==> src/rtl/gs_i2s_tx.sv <==
// rtl/gs_i2s_tx.sv - I2S serialiser for the General Sound L/R outputs, BCLK/LRCK from clk_sys enables.
// Optional feature macro: GS_I2S_ATTEN_EN (adds 3-bit atten port, arithmetic right shift at latch).
module gs_i2s_tx #(
    parameter int BCLK_DIV  = 28,
    parameter int SLOT_BITS = 32
) (
    input  logic        clk_sys,
    input  logic        reset,
    input  logic        en,
    input  logic [15:0] in_l,
    input  logic [15:0] in_r,
`ifdef GS_I2S_ATTEN_EN
    input  logic [2:0]  atten,
`endif
    output logic        sample_strobe,
    output logic        i2s_bclk,
    output logic        i2s_lrck,
    output logic        i2s_data
);
    localparam int FRAME_BITS = 2 * SLOT_BITS;
    localparam int DIV_W      = $clog2(BCLK_DIV);
    localparam int BIT_W      = $clog2(FRAME_BITS);

    localparam logic [DIV_W-1:0] DIV_LAST = DIV_W'(BCLK_DIV - 1);
    localparam logic [DIV_W-1:0] DIV_HALF = DIV_W'(BCLK_DIV / 2);
    localparam logic [BIT_W-1:0] BIT_LAST = BIT_W'(FRAME_BITS - 1);
    localparam logic [BIT_W-1:0] SLOT_N   = BIT_W'(SLOT_BITS);

    // S_ARM: next fall event starts a fresh frame at bit 0 instead of advancing.
    typedef enum logic {S_ARM, S_RUN} state_t;
    state_t state, state_nxt;

    logic [DIV_W-1:0] div_cnt, div_nxt;
    logic [BIT_W-1:0] bit_cnt, bit_nxt, pos;
    logic [15:0]      shadow_l, shadow_r, cap_l, cap_r, sample;
    logic [3:0]       msb_off;
    logic             fall, latch, slot_nxt, data_nxt;

    always_ff @(posedge clk_sys or posedge reset) begin
        if (reset) begin
            state <= S_ARM;
        end else begin
            state <= state_nxt;
        end
    end

    always_comb begin
        state_nxt = state;
        if (!en) begin
            state_nxt = S_ARM;
        end else if (fall) begin
            state_nxt = S_RUN;
        end
    end

    always_comb begin
        fall     = en && (div_cnt == DIV_LAST);
        div_nxt  = (div_cnt == DIV_LAST) ? '0 : div_cnt + 1'b1;
        bit_nxt  = (state == S_ARM || bit_cnt == BIT_LAST) ? '0 : bit_cnt + 1'b1;
        latch    = fall && (bit_nxt == '0);
        slot_nxt = (bit_nxt >= SLOT_N);
        pos      = slot_nxt ? bit_nxt - SLOT_N : bit_nxt;
        sample   = slot_nxt ? shadow_r : shadow_l;
        msb_off  = 4'(BIT_W'(16) - pos);
        // MSB goes out one bit after the LRCK edge; zero padding after the LSB.
        data_nxt = (pos >= BIT_W'(1) && pos <= BIT_W'(16)) ? sample[msb_off] : 1'b0;
`ifdef GS_I2S_ATTEN_EN
        cap_l    = 16'($signed(in_l) >>> atten);
        cap_r    = 16'($signed(in_r) >>> atten);
`else
        cap_l    = in_l;
        cap_r    = in_r;
`endif
    end

    always_ff @(posedge clk_sys or posedge reset) begin
        if (reset) begin
            div_cnt       <= '0;
            bit_cnt       <= '0;
            shadow_l      <= '0;
            shadow_r      <= '0;
            sample_strobe <= 1'b0;
            i2s_bclk      <= 1'b0;
            i2s_lrck      <= 1'b0;
            i2s_data      <= 1'b0;
        end else if (!en) begin
            div_cnt       <= '0;
            bit_cnt       <= '0;
            sample_strobe <= 1'b0;
            i2s_bclk      <= 1'b0;
            i2s_lrck      <= 1'b0;
            i2s_data      <= 1'b0;
        end else begin
            div_cnt       <= div_nxt;
            i2s_bclk      <= (div_nxt >= DIV_HALF);
            sample_strobe <= latch;
            if (fall) begin
                bit_cnt  <= bit_nxt;
                i2s_lrck <= slot_nxt;
                i2s_data <= data_nxt;
            end
            if (latch) begin
                shadow_l <= cap_l;
                shadow_r <= cap_r;
            end
        end
    end
endmodule

==> config.mk <==
export PLATFORM = sky130hd
export DESIGN_NAME = gs_i2s_tx
export DESIGN_NICKNAME = d
export VERILOG_FILES = /design/src/rtl/gs_i2s_tx.sv
export SDC_FILE = /design/constraint.sdc
export NUM_CORES = 1
export LEC_CHECK = 0
export CORE_ASPECT_RATIO = 2
export CORE_MARGIN = 2
export CORE_UTILIZATION = 45
export DETAILED_ROUTE_END_ITERATION = 8
export PLACE_DENSITY = 0.73
export SLEW_MARGIN = 20
export SYNTH_ARGS = -nofsm -noshare
export SYNTH_HDL_FRONTEND = slang
export SYNTH_SLANG_ARGS = --single-unit
==> constraint.sdc <==
create_clock -name clk_sys -period 5.35 [get_ports clk_sys]
set_input_delay 0.8025 -clock clk_sys [delete_from_list [all_inputs] [get_ports clk_sys]]
set_output_delay 0.8025 -clock clk_sys [all_outputs]
set_load 0.01 [all_outputs]
==> results of run 1 <==
[state kept, by name, indices dropped and copies added, names as in the netlist]
name	cells
bit_cnt	6
i2s_bclk	1
state	1
shadow_l	16
sample_strobe	1
shadow_r	16
i2s_lrck	1
i2s_data	1
div_cnt	5
[worst max path at each step]
stage | from | end | cells after the start
4_1_cts | bit_cnt[0] | shadow_r[11] | 10
5_1_grt | bit_cnt[0] | shadow_l[6] | 10
3_3_place_gp | bit_cnt[0] | shadow_r[9] | 10
2_1_floorplan | bit_cnt[0] | shadow_l[14] | 10
3_5_place_dp | bit_cnt[0] | shadow_r[11] | 10
6_report | bit_cnt[0] | shadow_r[11] | 10
[routing by layer]
| layer | up-vias | global-route usage, % | routed length (µm) |
|---|---|---|---|
| li1 | 933 | - | - |
| met5 | - | 0 | 0 |
| met3 | 9 | 2.684 | 257 |
| met4 | 0 | 7.442 | 127 |
| met2 | 64 | 30.00 | 2816 |
| met1 | 976 | 25.34 | 2322 |
[logic make-up after synthesis]
family,Yosys count,synth area share [%]
simple gates,74,15.56
mux,37,15.90
flops,48,46.69
xor+xnor,9,3.064
fa+ha+maj,4,1.946
buf+inv,19,3.842
compound gates,46,12.99
[final cells by class]
type	count	area, µm²	share of cell area, %
well taps	61	76.32	2.460
clock inverters	1	8.758	0.2823
repair buffers	39	387.9	12.50
inverters	6	23.77	0.7661
clock buffers	7	132.6	4.274
flip-flops and latches	48	1201	38.71
multi-input cells	170	1272	41.01
[synthesized netlist by cell type (5+ instances only)]
| library cell | number | area share, % |
|---|---|---|
| a21oi_1 | 5 | 0.97 |
| clkbuf_1 | 5 | 0.73 |
| dfrtp_1 | 48 | 47 |
| inv_1 | 6 | 0.88 |
| mux2_2 | 29 | 13 |
| mux2i_1 | 6 | 2.3 |
| nand2_1 | 22 | 3.2 |
| nand3_1 | 9 | 1.8 |
| nor2_1 | 11 | 1.6 |
| nor3_1 | 6 | 1.2 |
| o211ai_1 | 5 | 1.5 |
| o21ai_0 | 8 | 1.6 |
| xor2_1 | 5 | 1.7 |
[per-stage QoR]
stage,area [µm²],worst slack [ps]
floorplan,2572,2569
global placement,2960,2003
detailed placement,2960,1862
CTS,3102,1835
global route,3103,1546
finish,3103,1819
[power by group]
part           internal (µW)  switching (µW)  leakage (µW)
registers                365            1.63      0.000663
logic                   24.8            13.8      0.000582
clock network            174             124     0.0000681
total                    564             140       0.00131
[placed cells by master, fill, tap and decap left out, drive strengths merged, types with 5 or more instances in the layout]
cell type,count
clkdlybuf4s50,38
mux2i,6
dfrtp,48
inv,5
a21oi,6
nand2,22
nand3,10
xor2,5
mux2,31
nor2,11
o211ai,5
nor3,6
clkbuf,7
o21ai,9
==> impl_metrics.env, run 1 <==
export IMPL_ys_warn_count=0
export IMPL_grt_max_degree=49
export IMPL_numCtsBuffers=5
export IMPL_hp_start="div_cnt[0]"
export IMPL_cpLargestDelayFamily="simple AND/OR/NAND/NOR gates"
export IMPL_antenna_found_initial=0
export IMPL_cts_max_path_buffers=2
export IMPL_p_leak_uw=0.001313
export IMPL_fill_cells=484
export IMPL_seq_area_frac_synth_pct=46.69
export IMPL_worst_pin_slew_ps=799.3
export IMPL_period_needed_ps=3531
export IMPL_hold_viol=0
export IMPL_hold_end="div_cnt[0]"
export IMPL_cp_slowest_stage_delay_ps=650
export IMPL_grt_pass1_vias=2016
export IMPL_drive_above_1_share_pct=16.24
export IMPL_total_power_uw=703.5
export IMPL_power_density_nw_per_um2=226.7
export IMPL_cts_root_buf="clkbuf_16"
export IMPL_grtUsageTotal_pct=18.83
export IMPL_drt_iter0_drc=98
export IMPL_htree_levels=2
export IMPL_fin_setup_tns_ps=0
export IMPL_route_detailed_drc=0
export IMPL_netlist_area_um2=2572
export IMPL_worstPathMaxFanout=34
export IMPL_dpl_cell_count=324
export IMPL_setup_viol=0
export IMPL_avgSynthCellArea_um2=10.85
export IMPL_r2r_end="shadow_r[11]"
export IMPL_die_y_um=110.9
export IMPL_area_delta_synth_final_pct=20.62
export IMPL_max_cap_viol_count=0
export IMPL_worst_path_buf_inv=2
export IMPL_hold_ws_ps=470.6
export IMPL_numPortBuffers=38
export IMPL_min_period_over_period_pct=66.00
export IMPL_cts_hold_buf=0
export IMPL_wire_per_inst_um=16.64
export IMPL_slowest_stage="dfrtp_1"
export IMPL_startpoint_type="register"
export IMPL_io_pins=39
export IMPL_worstPathCellList="ha_1 > nand3_1 > o21ai_1 > nor2_1 > inv_1 > ha_1 > nand3_1 > nor4_4 > buf_4 > mux2_2"
export IMPL_status="completed"
export IMPL_syn_inst=237
export IMPL_grt_pass1_wl_um=9577
export IMPL_worstPathRequired_ps=5520
export IMPL_ff2ff_path_depth=10
export IMPL_fp_coreArea_um2=5612
export IMPL_drt_total_wl_um=5524
export IMPL_path_clk_slew_ps=60
export IMPL_diodes=0
export IMPL_avgViaCountPerCell=5.970
export IMPL_hold_path_class="register to register"
export IMPL_rsz0062_at_grt="no"
export IMPL_initial_core_util_pct=45.84
export IMPL_globalplace_congestion=0.8769
export IMPL_ant_nets=0
export IMPL_cts_setup_buffers=0
export IMPL_max_clock_freq_mhz=283.2
export IMPL_fin_skew_ps=5.015
export IMPL_utilization_pct=55.30
export IMPL_core_rowCount=39
export IMPL_synth_ff_type="dfrtp_1"
export IMPL_slew_headroom_pct=46.65
export IMPL_syn_num_nets=276
export IMPL_synth_seq_cells=48
export IMPL_timing_rr_start="bit_cnt[0]"
export IMPL_dieArea_um2=6374
export IMPL_slew_viol_final=0
export IMPL_async_flop_share_pct=100.0
export IMPL_grt_ovfl_total=0
export IMPL_fin_nets=309
export IMPL_firstDrtPassIters=4
export IMPL_criticalPathCategory="register to register"
export IMPL_cts_tree="done"
export IMPL_insertion_delay_ps=280
export IMPL_cts_resized=0
export IMPL_layout_cells_non_filler=332
export IMPL_ys_types=52
export IMPL_die_w_um=57.47
export IMPL_end_kind="register"
export IMPL_critPathArrivalTime_ps=3700
export IMPL_vias=1982
export IMPL_dp_hpwl_um=4111
export IMPL_vdd_drop_max_mv=0.2449
export IMPL_r2r_slack_ps=1820
export IMPL_synth_edf_count=0
export IMPL_hold_depth=1
export IMPL_cts_sinks=48
Note: power is estimated with default switching activity, not from simulation.
==> inputs of run 2 (changes only) <==
- PLACE_DENSITY: 0.73 -> 0.76
- clock period: 5.35 -> 3.2 ns (I/O delays scaled with it)
==> impl_metrics.env, run 2 (synthesis gave the netlist of run 1 again) <==
export IMPL_startpoint_type="register"
export IMPL_die_y_um=110.9
export IMPL_worst_pin_slew_ps=792.9
export IMPL_max_clock_freq_mhz=345.2
export IMPL_cts_sinks=48
export IMPL_fin_ws_ps=303.1
export IMPL_power_density_nw_per_um2=376.6
export IMPL_fp_coreArea_um2=5612
export IMPL_worstPathRequired_ps=3360
export IMPL_p_leak_uw=0.001341
export IMPL_fin_skew_ps=8.534
export IMPL_avgViaCountPerCell=5.846
export IMPL_hold_viol=0
export IMPL_worstPathCellList="ha_2 > nand3_1 > o21ai_1 > nor2_1 > inv_1 > ha_1 > nand3_1 > nor4_4 > buf_12 > mux2_2"
export IMPL_ant_nets=0
export IMPL_path_clk_slew_ps=60
export IMPL_drt_total_wl_um=5596
export IMPL_layout_common_cells="dfrtp_1 (47), clkdlybuf4s50_1 (38), mux2_2 (29), nand2_1 (22), nor2_1 (11)"
export IMPL_fin_nets=315
export IMPL_stdcell_area_um2=3173
export IMPL_grt_pass1_wl_um=9363
export IMPL_io_pins=39
export IMPL_vdd_drop_max_mv=0.3559
export IMPL_insertion_delay_ps=280
export IMPL_numCtsBuffers=5
export IMPL_max_cap_viol_count=0
export IMPL_dpl_cell_count=330
export IMPL_fin_setup_tns_ps=0
export IMPL_layout_cells_non_filler=338
export IMPL_diodes=0
export IMPL_end_kind="register"
export IMPL_slowest_stage="dfrtp_2"
export IMPL_place_ws_ps=232.5
export IMPL_route_detailed_drc=0
export IMPL_wire_per_inst_um=16.56
export IMPL_crit_top_cell="nand3_1"
export IMPL_htree_levels=2
export IMPL_drt_iter0_drc=68
export IMPL_critPathArrivalTime_ps=3060
export IMPL_ff2ff_path_depth=10
export IMPL_grt_ovfl_total=0
export IMPL_cts_setup_buffers=0
export IMPL_cts_tree="done"
export IMPL_place_area_um2=3018
export IMPL_numPortBuffers=38
export IMPL_grt_max_degree=49
export IMPL_firstDrtPassIters=4
export IMPL_initial_core_util_pct=45.84
export IMPL_final_common_cell="dfrtp_1"
export IMPL_dieArea_um2=6374
export IMPL_dp_hpwl_um=4220
export IMPL_setup_viol=0
export IMPL_worstPathMaxFanout=34
export IMPL_period_needed_ps=2897
export IMPL_rsz0062_at_grt="no"
export IMPL_total_power_uw=1195
export IMPL_criticalPathCategory="register to register"
export IMPL_hold_depth=1
export IMPL_cts_max_path_buffers=2
export IMPL_hold_path_class="register to register"
export IMPL_vias=1976
export IMPL_min_period_over_period_pct=90.53
export IMPL_cp_slowest_stage_delay_ps=450
export IMPL_area_delta_synth_final_pct=23.35
export IMPL_status="completed"
export IMPL_grt_pass1_vias=1956
export IMPL_grtUsageTotal_pct=18.62
export IMPL_top_regs="shadow_l x16, shadow_r x16, bit_cnt x6"
export IMPL_slew_viol_final=0
export IMPL_core_rowCount=39
export IMPL_slew_headroom_pct=47.08
export IMPL_globalplace_congestion=0.9328
export IMPL_antenna_found_initial=0
export IMPL_drive_above_1_share_pct=19.13
export IMPL_cts_root_buf="clkbuf_16"
export IMPL_die_w_um=57.47
[run 2: changes by cell type in the layout (fill, tap and decap cells not counted), sizes merged]
cell / before / now
buf: 1 / 7
clkinv: 2 / 1
clkinvlp: 0 / 1
[run 2: per-layer routing]
layer	vias to the layer above	track usage [%]	part of all wire (%)
li1	939	-	-
met4	0	7.597	3.3
met1	949	23.76	41
met5	-	0	0
met2	71	30.83	52
met3	17	2.684	4.2
[run 2: path summary, 6_finish.rpt]
path | slack [ps] | endpoint | from
max in group asynchronous | 2060 | bit_cnt[1] | reset
worst max-delay path | 300 | shadow_r[12] | bit_cnt[1]
min in group asynchronous | 640 | shadow_r[5] | reset
worst max register to register | 300 | shadow_r[12] | bit_cnt[1]
worst min-delay path | 470 | div_cnt[0] | div_cnt[0]
worst min register to register | 470 | div_cnt[0] | div_cnt[0]
[run 2: repair_timing]
action,in CTS,in global routing
setup endpoints to repair,0,32
endpoints found under the hold margin,0,0
resized for setup,0,2
hold buffers,0,0
[run 2: stage by stage]
stage          utilization, %  hold WS (ps)
3_3_place_gp            53.78         445.8
2_1_floorplan               -         431.2
6_report                56.54         470.3
3_5_place_dp            53.78         461.7
4_1_cts                 56.45         470.1
5_1_grt                 56.54         500.4
[run 2: layout make-up]
cell class              instances  area [µm²]
clock buffers                   7       142.6
clock inverters                 1       7.507
fillers                       510        2439
inverters                       6       23.77
multi-input cells             170        1275
flip-flops and latches         48        1202
well taps                      61       76.32
repair buffers                 45       445.4
[run 2: report_power, final]
part / leakage, µW / internal (µW) / total, µW / switching (µW)
Clock: 0.0000701 / 311 / 518 / 207
Sequential: 0.000661 / 610 / 612 / 2.45
Combinational: 0.000609 / 42.0 / 64.6 / 22.6
Total: 0.00134 / 963 / 1190 / 232
[run 2: worst max-delay path, delay by kind of cell, from the launching register on]
| family | cells | cell delay, ps |
|---|---|---|
| and+or+nand+nor | 4 | 800 |
| adders and majority gates | 2 | 510 |
| DFF | 1 | 450 |
| buffers and inverters | 2 | 430 |
| muxes | 1 | 360 |
| AOI/OAI and AO/OA | 1 | 210 |
==> inputs of run 3 (changes only) <==
- CTS_BUF_LIST: unset -> sky130_fd_sc_hd__clkbuf_4 sky130_fd_sc_hd__clkbuf_8
==> impl_metrics.env, run 3 (synthesis gave the netlist of run 1 again) <==
export IMPL_vias=1971
export IMPL_io_pins=39
export IMPL_grt_pass1_wl_um=9308
export IMPL_worst_pin_slew_ps=797.4
export IMPL_worstPathMaxFanout=34
export IMPL_status="completed"
export IMPL_place_ws_ps=232.5
export IMPL_min_period_over_period_pct=91.15
export IMPL_power_density_nw_per_um2=337.5
export IMPL_wire_per_inst_um=16.43
export IMPL_max_cap_viol_count=0
export IMPL_vdd_drop_max_mv=0.2950
export IMPL_cts_root_buf="clkbuf_8"
export IMPL_p_int_uw=835.0
export IMPL_globalplace_congestion=0.9328
export IMPL_avgViaCountPerCell=5.831
export IMPL_fp_coreArea_um2=5612
export IMPL_area_delta_synth_final_pct=21.30
export IMPL_top_regs="shadow_l x16, shadow_r x16, bit_cnt x6"
export IMPL_place_area_um2=3018
export IMPL_drive_above_1_share_pct=19.49
export IMPL_worstPathRequired_ps=3390
export IMPL_slew_headroom_pct=46.78
export IMPL_antenna_found_initial=0
export IMPL_wl_met3_um=240
export IMPL_stdcell_area_um2=3120
export IMPL_grt_max_degree=49
export IMPL_drt_iter0_drc=69
export IMPL_layout_common_cells="dfrtp_1 (47), clkdlybuf4s50_1 (38), mux2_2 (29), nand2_1 (22), nor2_1 (10)"
export IMPL_p_clk_share_pct=35.8
export IMPL_core_rowCount=39
export IMPL_dr_max_layer_used="met4"
export IMPL_comb_power_share_pct=6.1
export IMPL_grt_pass1_vias=1943
export IMPL_path_clk_slew_ps=90
export IMPL_fin_ws_ps=283.1
export IMPL_rsz0062_at_grt="no"
export IMPL_fin_skew_ps=9.706
export IMPL_numPortBuffers=38
export IMPL_cts_max_path_buffers=2
export IMPL_slew_viol_final=0
export IMPL_hold_viol=0
export IMPL_critPathArrivalTime_ps=3110
export IMPL_fin_setup_tns_ps=0
export IMPL_numCtsBuffers=5
export IMPL_firstDrtPassIters=4
export IMPL_utilization_pct=55.61
export IMPL_pwr_share_seq_pct=58.0
export IMPL_initial_core_util_pct=45.84
export IMPL_diodes=0
export IMPL_dieArea_um2=6374
export IMPL_p_sw_share_pct=20.72
export IMPL_route_detailed_drc=0
export IMPL_startpoint_type="register"
export IMPL_cts_hold_buf=0
export IMPL_end_kind="register"
export IMPL_met2RoutedLength_um=2899
export IMPL_hold_path_class="register to register"
export IMPL_cts_sinks=48
export IMPL_dp_hpwl_um=4220
export IMPL_drt_total_wl_um=5552
export IMPL_wl_met1_um=2243
export IMPL_final_common_cell="dfrtp_1"
export IMPL_cts_tree="done"
export IMPL_period_needed_ps=2917
export IMPL_htree_levels=2
export IMPL_p_sw_uw=218.3
export IMPL_die_w_um=57.47
export IMPL_ant_nets=0
export IMPL_grtUsageTotal_pct=18.72
export IMPL_criticalPathCategory="register to register"
export IMPL_p_leak_uw=0.001321
export IMPL_insertion_delay_ps=310
export IMPL_max_clock_freq_mhz=342.8
export IMPL_hold_ws_ps=472.6
export IMPL_setup_viol=0
export IMPL_grt_ovfl_total=0
export IMPL_die_y_um=110.9
export IMPL_fin_nets=315
==> run 3: routing by layer <==
layer	vias to the layer above	global-route usage (%)
met5	-	0
met4	0	8.527
met3	13	2.567
met2	64	30.76
met1	956	23.76
li1	938	-
==> run 3: stage by stage <==
step           total power [µW]  cells
2_1_floorplan             641.0    237
3_3_place_gp              687.8    330
3_5_place_dp              689.8    330
4_1_cts                    1070    338
5_1_grt                    1099    338
6_report                   1053    338
==> run 3: power groups by stage <==
| stage | combinational, µW | clock, µW | sequential [µW] |
|---|---|---|---|
| 6_report | 64.8 | 377 | 611 |
| 3_3_place_gp | 64.5 | 0 | 623 |
| 3_5_place_dp | 66.2 | 0 | 624 |
| 4_1_cts | 66.6 | 392 | 611 |
| 2_1_floorplan | 17.9 | 0 | 623 |
| 5_1_grt | 71.6 | 415 | 612 |
==> run 3: timing repair <==
| item | in CTS | in global routing |
|---|---|---|
| setup endpoints to repair | 0 | 32 |
| setup buffers | 0 | 0 |
| gates resized for setup | 0 | 2 |
==> run 3: worst paths after layout <==
check | from | endpoint | slack, ps | cells past startpoint
setup / recovery | bit_cnt[1] | shadow_r[12] | 280 | 10
hold / removal | div_cnt[0] | div_cnt[0] | 470 | 1
setup reg to reg | bit_cnt[1] | shadow_r[12] | 280 | 10
hold reg to reg | div_cnt[0] | div_cnt[0] | 470 | 1
max in group asynchronous | reset | bit_cnt[1] | 2080 | 2
min in group asynchronous | reset | shadow_l[9] | 610 | 2
==> run 3: area by class of cell <==
type	count	area [µm²]
fill	507	2491
multi-input combinational	170	1275
sequential	48	1202
timing repair buffer	45	445.4
clock buffer	7	90.09
tap	61	76.32
inverter	6	23.77
clock inverter	1	7.507
==> run 3: critical path: stages, from the launching register on <==
cell and delay, ps:
dfrtp_2 450, ha_1 270, nand3_1 150, o21ai_1 240
nor2_2 100, inv_1 180, ha_1 250, nand3_1 170
nor4_4 360, buf_12 240, mux2_2 360
